### src/rtl/stopwatch_ctrl.sv
// stopwatch_ctrl: button front end (sync, debounce, edge detect) for the
// start/stop, clear and lap buttons, plus a Moore FSM that turns the press
// pulses into the count-control bus, the display-freeze flag and the run flag.
module stopwatch_ctrl #(
  parameter int DEB_CNT = 20,   // edges a new level must persist before it is accepted
  parameter int DEB_W   = 20    // debounce counter width, 2**DEB_W > DEB_CNT
) (
  input  logic       clk,
  input  logic       rst,
  input  logic       btn_ss,
  input  logic       btn_clr,
  input  logic       btn_lap,
  output logic [1:0] cnt_ctrl,
  output logic       disp_freeze,
  output logic       running
);

  typedef enum logic [1:0] {
    ST_IDLE  = 2'b00,
    ST_COUNT = 2'b01,
    ST_PAUSE = 2'b10,
    ST_LAP   = 2'b11
  } state_t;

  localparam int BTN_SS  = 0;
  localparam int BTN_CLR = 1;
  localparam int BTN_LAP = 2;

  localparam logic [DEB_W-1:0] DEB_LAST = DEB_W'(DEB_CNT - 1);

  logic [2:0]       btn_raw;
  logic [2:0]       sync1;
  logic [2:0]       sync2;
  logic [2:0]       deb;
  logic [2:0]       deb_d;
  logic [2:0]       press;
  logic [DEB_W-1:0] deb_cnt [3];

  state_t state;
  state_t state_nxt;

  assign btn_raw = {btn_lap, btn_clr, btn_ss};

  // Two-flop synchroniser for the raw buttons and one-cycle delay of the debounced level.
  // NOTE: the raw buttons are asynchronous; sync1 may go metastable, so nothing but sync2 reads it.
  always_ff @(posedge clk or posedge rst) begin
    if (rst) begin
      sync1 <= '0;
      sync2 <= '0;
      deb_d <= '0;
    end else begin
      // NOTE: non-blocking assignments make sync2 take the old sync1, giving a true two-stage chain.
      sync1 <= btn_raw;
      sync2 <= sync1;
      deb_d <= deb;
    end
  end

  // Debounce: accept the synced level only after DEB_CNT consecutive mismatching edges.
  always_ff @(posedge clk or posedge rst) begin
    if (rst) begin
      deb <= '0;
      // NOTE: the counter array is three small registers, not a RAM, so resetting every entry is cheap and required.
      for (int i = 0; i < 3; i++) begin
        deb_cnt[i] <= '0;
      end
    end else begin
      for (int i = 0; i < 3; i++) begin
        if (sync2[i] == deb[i]) begin
          deb_cnt[i] <= '0;
        end else if (deb_cnt[i] == DEB_LAST) begin
          deb[i]     <= sync2[i];
          deb_cnt[i] <= '0;
        end else begin
          deb_cnt[i] <= deb_cnt[i] + 1'b1;
        end
      end
    end
  end

  // Rising edge of each debounced level is a one-cycle press; releases produce nothing.
  assign press = deb & ~deb_d;

  // State register.
  always_ff @(posedge clk or posedge rst) begin
    if (rst) begin
      state <= ST_IDLE;
    end else begin
      state <= state_nxt;
    end
  end

  // Next-state logic; start/stop outranks clear, clear outranks lap.
  always_comb begin
    // NOTE: every output of this block gets a value before the case, so no path can infer a latch.
    state_nxt = state;
    case (state)
      ST_IDLE: begin
        if (press[BTN_SS]) state_nxt = ST_COUNT;
      end
      ST_COUNT: begin
        if (press[BTN_SS])       state_nxt = ST_PAUSE;
        else if (press[BTN_LAP]) state_nxt = ST_LAP;
      end
      ST_LAP: begin
        if (press[BTN_SS])       state_nxt = ST_PAUSE;
        else if (press[BTN_LAP]) state_nxt = ST_COUNT;
      end
      ST_PAUSE: begin
        if (press[BTN_SS])       state_nxt = ST_COUNT;
        else if (press[BTN_CLR]) state_nxt = ST_IDLE;
      end
      default: state_nxt = ST_IDLE;
    endcase
  end

  // Moore outputs decoded from the state register only; 2'b11 is never driven on cnt_ctrl.
  always_comb begin
    cnt_ctrl    = 2'b00;
    disp_freeze = 1'b0;
    running     = 1'b0;
    case (state)
      ST_COUNT: begin
        cnt_ctrl = 2'b01;
        running  = 1'b1;
      end
      ST_LAP: begin
        cnt_ctrl    = 2'b01;
        disp_freeze = 1'b1;
        running     = 1'b1;
      end
      ST_PAUSE: begin
        cnt_ctrl = 2'b10;
      end
      default: begin
        cnt_ctrl = 2'b00;
      end
    endcase
  end

endmodule

### config.mk
export PLATFORM = sky130hd
export DESIGN_NAME = stopwatch_ctrl
export DESIGN_NICKNAME = d
export VERILOG_FILES = /design/src/rtl/stopwatch_ctrl.sv
export SDC_FILE = /design/constraint.sdc
export NUM_CORES = 1
export LEC_CHECK = 0
export ABC_AREA = 1
export CORE_UTILIZATION = 40
export DETAILED_ROUTE_END_ITERATION = 10
export HOLD_SLACK_MARGIN = 0.12
export SLEW_MARGIN = 15
export SYNTH_ARGS = -nofsm -noshare
export SYNTH_HDL_FRONTEND = slang
export SYNTH_SLANG_ARGS = --single-unit
### constraint.sdc
create_clock -name clk -period 2.5 [get_ports clk]
set_input_delay 0.5 -clock clk [delete_from_list [all_inputs] [get_ports clk]]
set_output_delay 0.5 -clock clk [all_outputs]
set_load 0.05 [all_outputs]
== Yosys cells after proc, flatten, opt, wreduce, memory -nomap -nowiden ==
Cells that the tools add are included.

* ROM bits: 0
* Memories kept: 0
* Bits in latches: 0
* Register bits after elaboration: 74
* Input bits: 5
* Logic and storage cells: 54
* Bits in writable memories: 0

* Mux-type cells: 17
* Bitwise gates (word level): 5
* Reduce and logical (&&, ||, !) cells: 6
* Magnitude comparators: 0
* Add/subtract/negate cells: 3
* Eq/ne operators: 13
* Multipliers: 0
* Div/mod/pow operators: 0
* Shifts and indexed selects: 0

{| class="wikitable"
|+ Operator list
! operator !! number
|-
| 20-bit 2-to-1 mux || 6
|-
| 20-bit by 1-bit adder with 20-bit output (second input constant) || 3
|-
| 20-bit by 5-bit equality test with 1-bit output (second input constant) || 3
|-
| 2-bit 2-to-1 mux || 7
|-
| 3-bit inequality test (second input constant) || 3
|-
| 2-bit one-hot mux with 4 select lines || 1
|-
| 2-bit AND reduction || 3
|-
| 2-bit equality test (second input constant) || 2
|-
| 2-bit one-hot mux with 2 select lines || 1
|-
| 4-bit AND reduction || 1
|-
| 3-bit bitwise AND || 1
|-
| 1-bit equality test || 3
|-
| 1-bit NOT || 3
|-
| 3-bit NOT || 1
|-
| 2-bit by 1-bit equality test with 1-bit output (second input constant) || 1
|-
| 2-bit logical NOT || 1
|-
| 1-bit 2-to-1 mux || 2
|-
| 2-bit inequality test (second input constant) || 1
|-
| 2-bit OR reduction || 1
|}

== Longest topological paths before layout ==
* Depth after elaboration: 5
* Depth in mapped cells: 9
* Gate-level depth less buffers: 9

== Worst setup path before layout ==
OpenSTA, ideal clock, no wires.

* Path kind: register to output
* Start point: reg state[0]
* End point: out cnt_ctrl[0]
* Cell stages (with the launch flop): 3
* Path buffers: 2
* Arrival time: 1.165 ns
* Setup slack: 0.835 ns
* Cell sequence: dfrtp_1 > clkbuf_1 > buf_4

* Cells in the longest elaborated chain, start to end: 3
* Elaborated cells on any way between the ends: 5
* Those cells by class: 3 x eq/ne; 1 x mux; 1 x reduce/logical

{| class="wikitable"
|+ Ends and longest elaborated chain
! item !! line !! source
|-
| start: declaration || 39 || <nowiki>state_t state;</nowiki>
|-
| start signal: assignment || 89 || <nowiki>state <= state_nxt;</nowiki>
|-
| 2-bit equality test / 2-bit by 1-bit equality test with 1-bit output (equally long branches) || 122 || <nowiki>case (state)</nowiki>
|-
| 2-bit OR reduction (no line) || -- ||
|-
| 2-bit one-hot mux with 2 select lines (*) || 122 ||
|-
| end: declaration || 13 || <nowiki>output logic [1:0] cnt_ctrl,</nowiki>
|}

Every way passes the cells marked *; elsewhere a longest branch is shown, timed or not.

== Final worst setup path ==
* Start point: reg state[0]
* End point: out cnt_ctrl[1]

Same word-level chain as after synthesis.

==> metrics.cfg <==
[layout]
layout_commonest_cell=nor2_1
diodes=0
drive_gt1_frac=0.0864
synthToLayoutAreaGrowth_pct=10.7
final_cell_mix=nor2_1 (138), nand2_1 (136), dfrtp_1 (74)
nets=585
design_area_mm2=0.00462

[clock_tree]
cts-root-buf=clkbuf_8
cts_tree=done
postCtsHoldBufs=0
clk_pin_slew_ns=0.09
clock-sinks=74
clock_latency_ns=0.35
cts_setup_buffers=0
cts_max_path_buffers=2
cts_made_buffers=9
post_cts_resized=0
htree_levels=3

[grt]
antenna_found_initial=0
grt_util_met2=0.257
use_met1=0.211
grt_pass1_vias=3097
top_usage_layer=met2
grt.total_usage=0.160
met3_usage=0.0407
grt_overflow=0
grt_max_degree=75
grt_pass1_wl_mm=14.0

[sta]
period_needed_ns=2.33
finalClockSkew_ns=0.00743
holdWs_ns=0.359
finalWorstSetupSlack_ns=0.166
finalCritPeriodShare=0.934
setup_viol=0
max_slew_margin=0.614
tightest_slew_ns=0.578
grt_setup_unrepaired=no
fmax_ghz=0.428
final-hold-violation-count=0
setup-tns-final_ns=0
drv_slew=0

[die]
coreArea_mm2=0.00995
fp.dieW_um=104
io_pins=9
num_rows=36
die_area_mm2=0.0109
fp.dieH_um=104
start_util=0.420

[logic_synthesis]
synth_area_mm2=0.00418
synth.distinct_cells=29
yosys_warnings=0
syn_inst=559
synth_nets=570
avgSynthCellArea_um2=7.47
ys_ff_latch=74
ys_seq_area_frac=0.443

[route]
drt_wl_total_mm=7.96
routed_via_density=4.57
drtPass1Iterations=4
vias=3251
antenna_left=0
wire_per_inst_um=11.2
drtIter0Drc=122
drc=0

[placed_design]
place_area_mm2=0.00442
port_buffers=8
dp_hpwl_mm=5.88
gp_congestion=0.855
dpl_worst_slack_ns=0.545

[worst_hold_path]
hold_path_class=flop to flop

[power]
power_leakage_nw=2.05
seqPwrFrac=0.537
p_int_mw=1.72
vdd_drop_max_mv=0.269
power_frac_comb=0.039
power_frac_clock=0.425
switchingPower_uw=575
swShare=0.251
p_total_mw=2.29
powerDensity_mw_per_mm2=496

[critical_path]
crit_type=flop to output pin
crit_fanout=6
reg2reg_to=deb_cnt[54]
worstPathRequired_ns=2.00
critPathCaptureType=output pin
critPathLaunchType=flop
arrival_ns=1.83
reg2regPathDepth=6
rrSetupSlack_ns=1.06
setup.worst_path.start=state[0]
crit_end=cnt_ctrl[1]
rr_startpoint=deb_cnt[40]

[outcome]
status=finished clean

[job]
maxCapViolations=0

[power groups by stage]
stage | clock [mW] | sequential (mW) | combinational, mW
after floorplan | 0 | 1.25 | 0.0647
after global placement | 0 | 1.25 | 0.0910
after detailed placement | 0 | 1.25 | 0.0921
after CTS | 1.02 | 1.23 | 0.0927
after global routing | 1.06 | 1.23 | 0.104
final | 0.973 | 1.23 | 0.0885
[cells in the mapped netlist (all sizes together)]
| cell | n | area [µm²] |
|---|---|---|
| nor2 | 155 | 664 |
| nand2 | 144 | 576 |
| dfrtp | 74 | 1850 |
| inv | 69 | 259 |
| nand3 | 42 | 225 |
| xor2 | 26 | 228 |
| xnor2 | 10 | 87.6 |
| o21ai | 9 | 45.0 |
| ha | 6 | 75.1 |
| and2 | 5 | 31.3 |
| nor3 | 5 | 46.3 |
| buf | 4 | 22.5 |
| nand4 | 3 | 18.8 |
| o21bai | 2 | 15.0 |
| a21oi | 1 | 5.00 |
| clkbuf | 1 | 3.75 |
| nand3b | 1 | 7.51 |
| nor3b | 1 | 7.51 |
| o221ai | 1 | 8.76 |
[area by class of cell]
type / instances / area, µm²
inverter: 69 / 259
timing repair buffer: 9 / 100
tap: 133 / 166
clock buffer: 9 / 124
clock inverter: 7 / 82.6
fill: 1007 / 5330
multi-input combinational: 411 / 2040
sequential: 74 / 1850
[kinds of logic after synthesis]
group | share of synthesized area
AND/OR/NAND/NOR | 0.377
XOR/XNOR | 0.0755
AO/OA/AOI/OAI | 0.0177
flip-flops | 0.443
adder cells (fa/ha/maj) | 0.0180
buffers and inverters | 0.0683
[through the flow]
step	cells	util
after floorplan	559	-
after global placement	696	0.444
after detailed placement	696	0.444
after CTS	712	0.465
after global routing	712	0.465
final	712	0.465
[critical path, cell delays in order, from the launching register on]
cell and delay (ns):
dfrtp_1 0.44, nor2_1 0.20, clkdlybuf4s50_1 0.84
[worst min path at each step]
stage / endpoint / cells past startpoint / slack [ns] / start
6_report: sync2[2] / 0 / 0.36 / sync1[2]
4_1_cts: sync2[2] / 0 / 0.36 / sync1[2]
5_1_grt: sync2[2] / 0 / 0.37 / sync1[2]
3_5_place_dp: sync2[2] / 0 / 0.34 / sync1[2]
2_1_floorplan: sync2[0] / 0 / 0.33 / sync1[0]
3_3_place_gp: sync2[0] / 0 / 0.33 / sync1[0]
[per-layer routing]
metal	up-vias	share of wire
li1	1723	-
met3	9	0.035
met1	1470	0.49
met2	49	0.46
met4	0	0.011
met5	-	0
[flip-flops by register name, indices dropped and copies added, names as in the netlist]
signal / count
deb: 3
deb_cnt: 60
deb_d: 3
state: 2
sync1: 3
sync2: 3
Note: power is estimated with default switching activity, not from simulation.
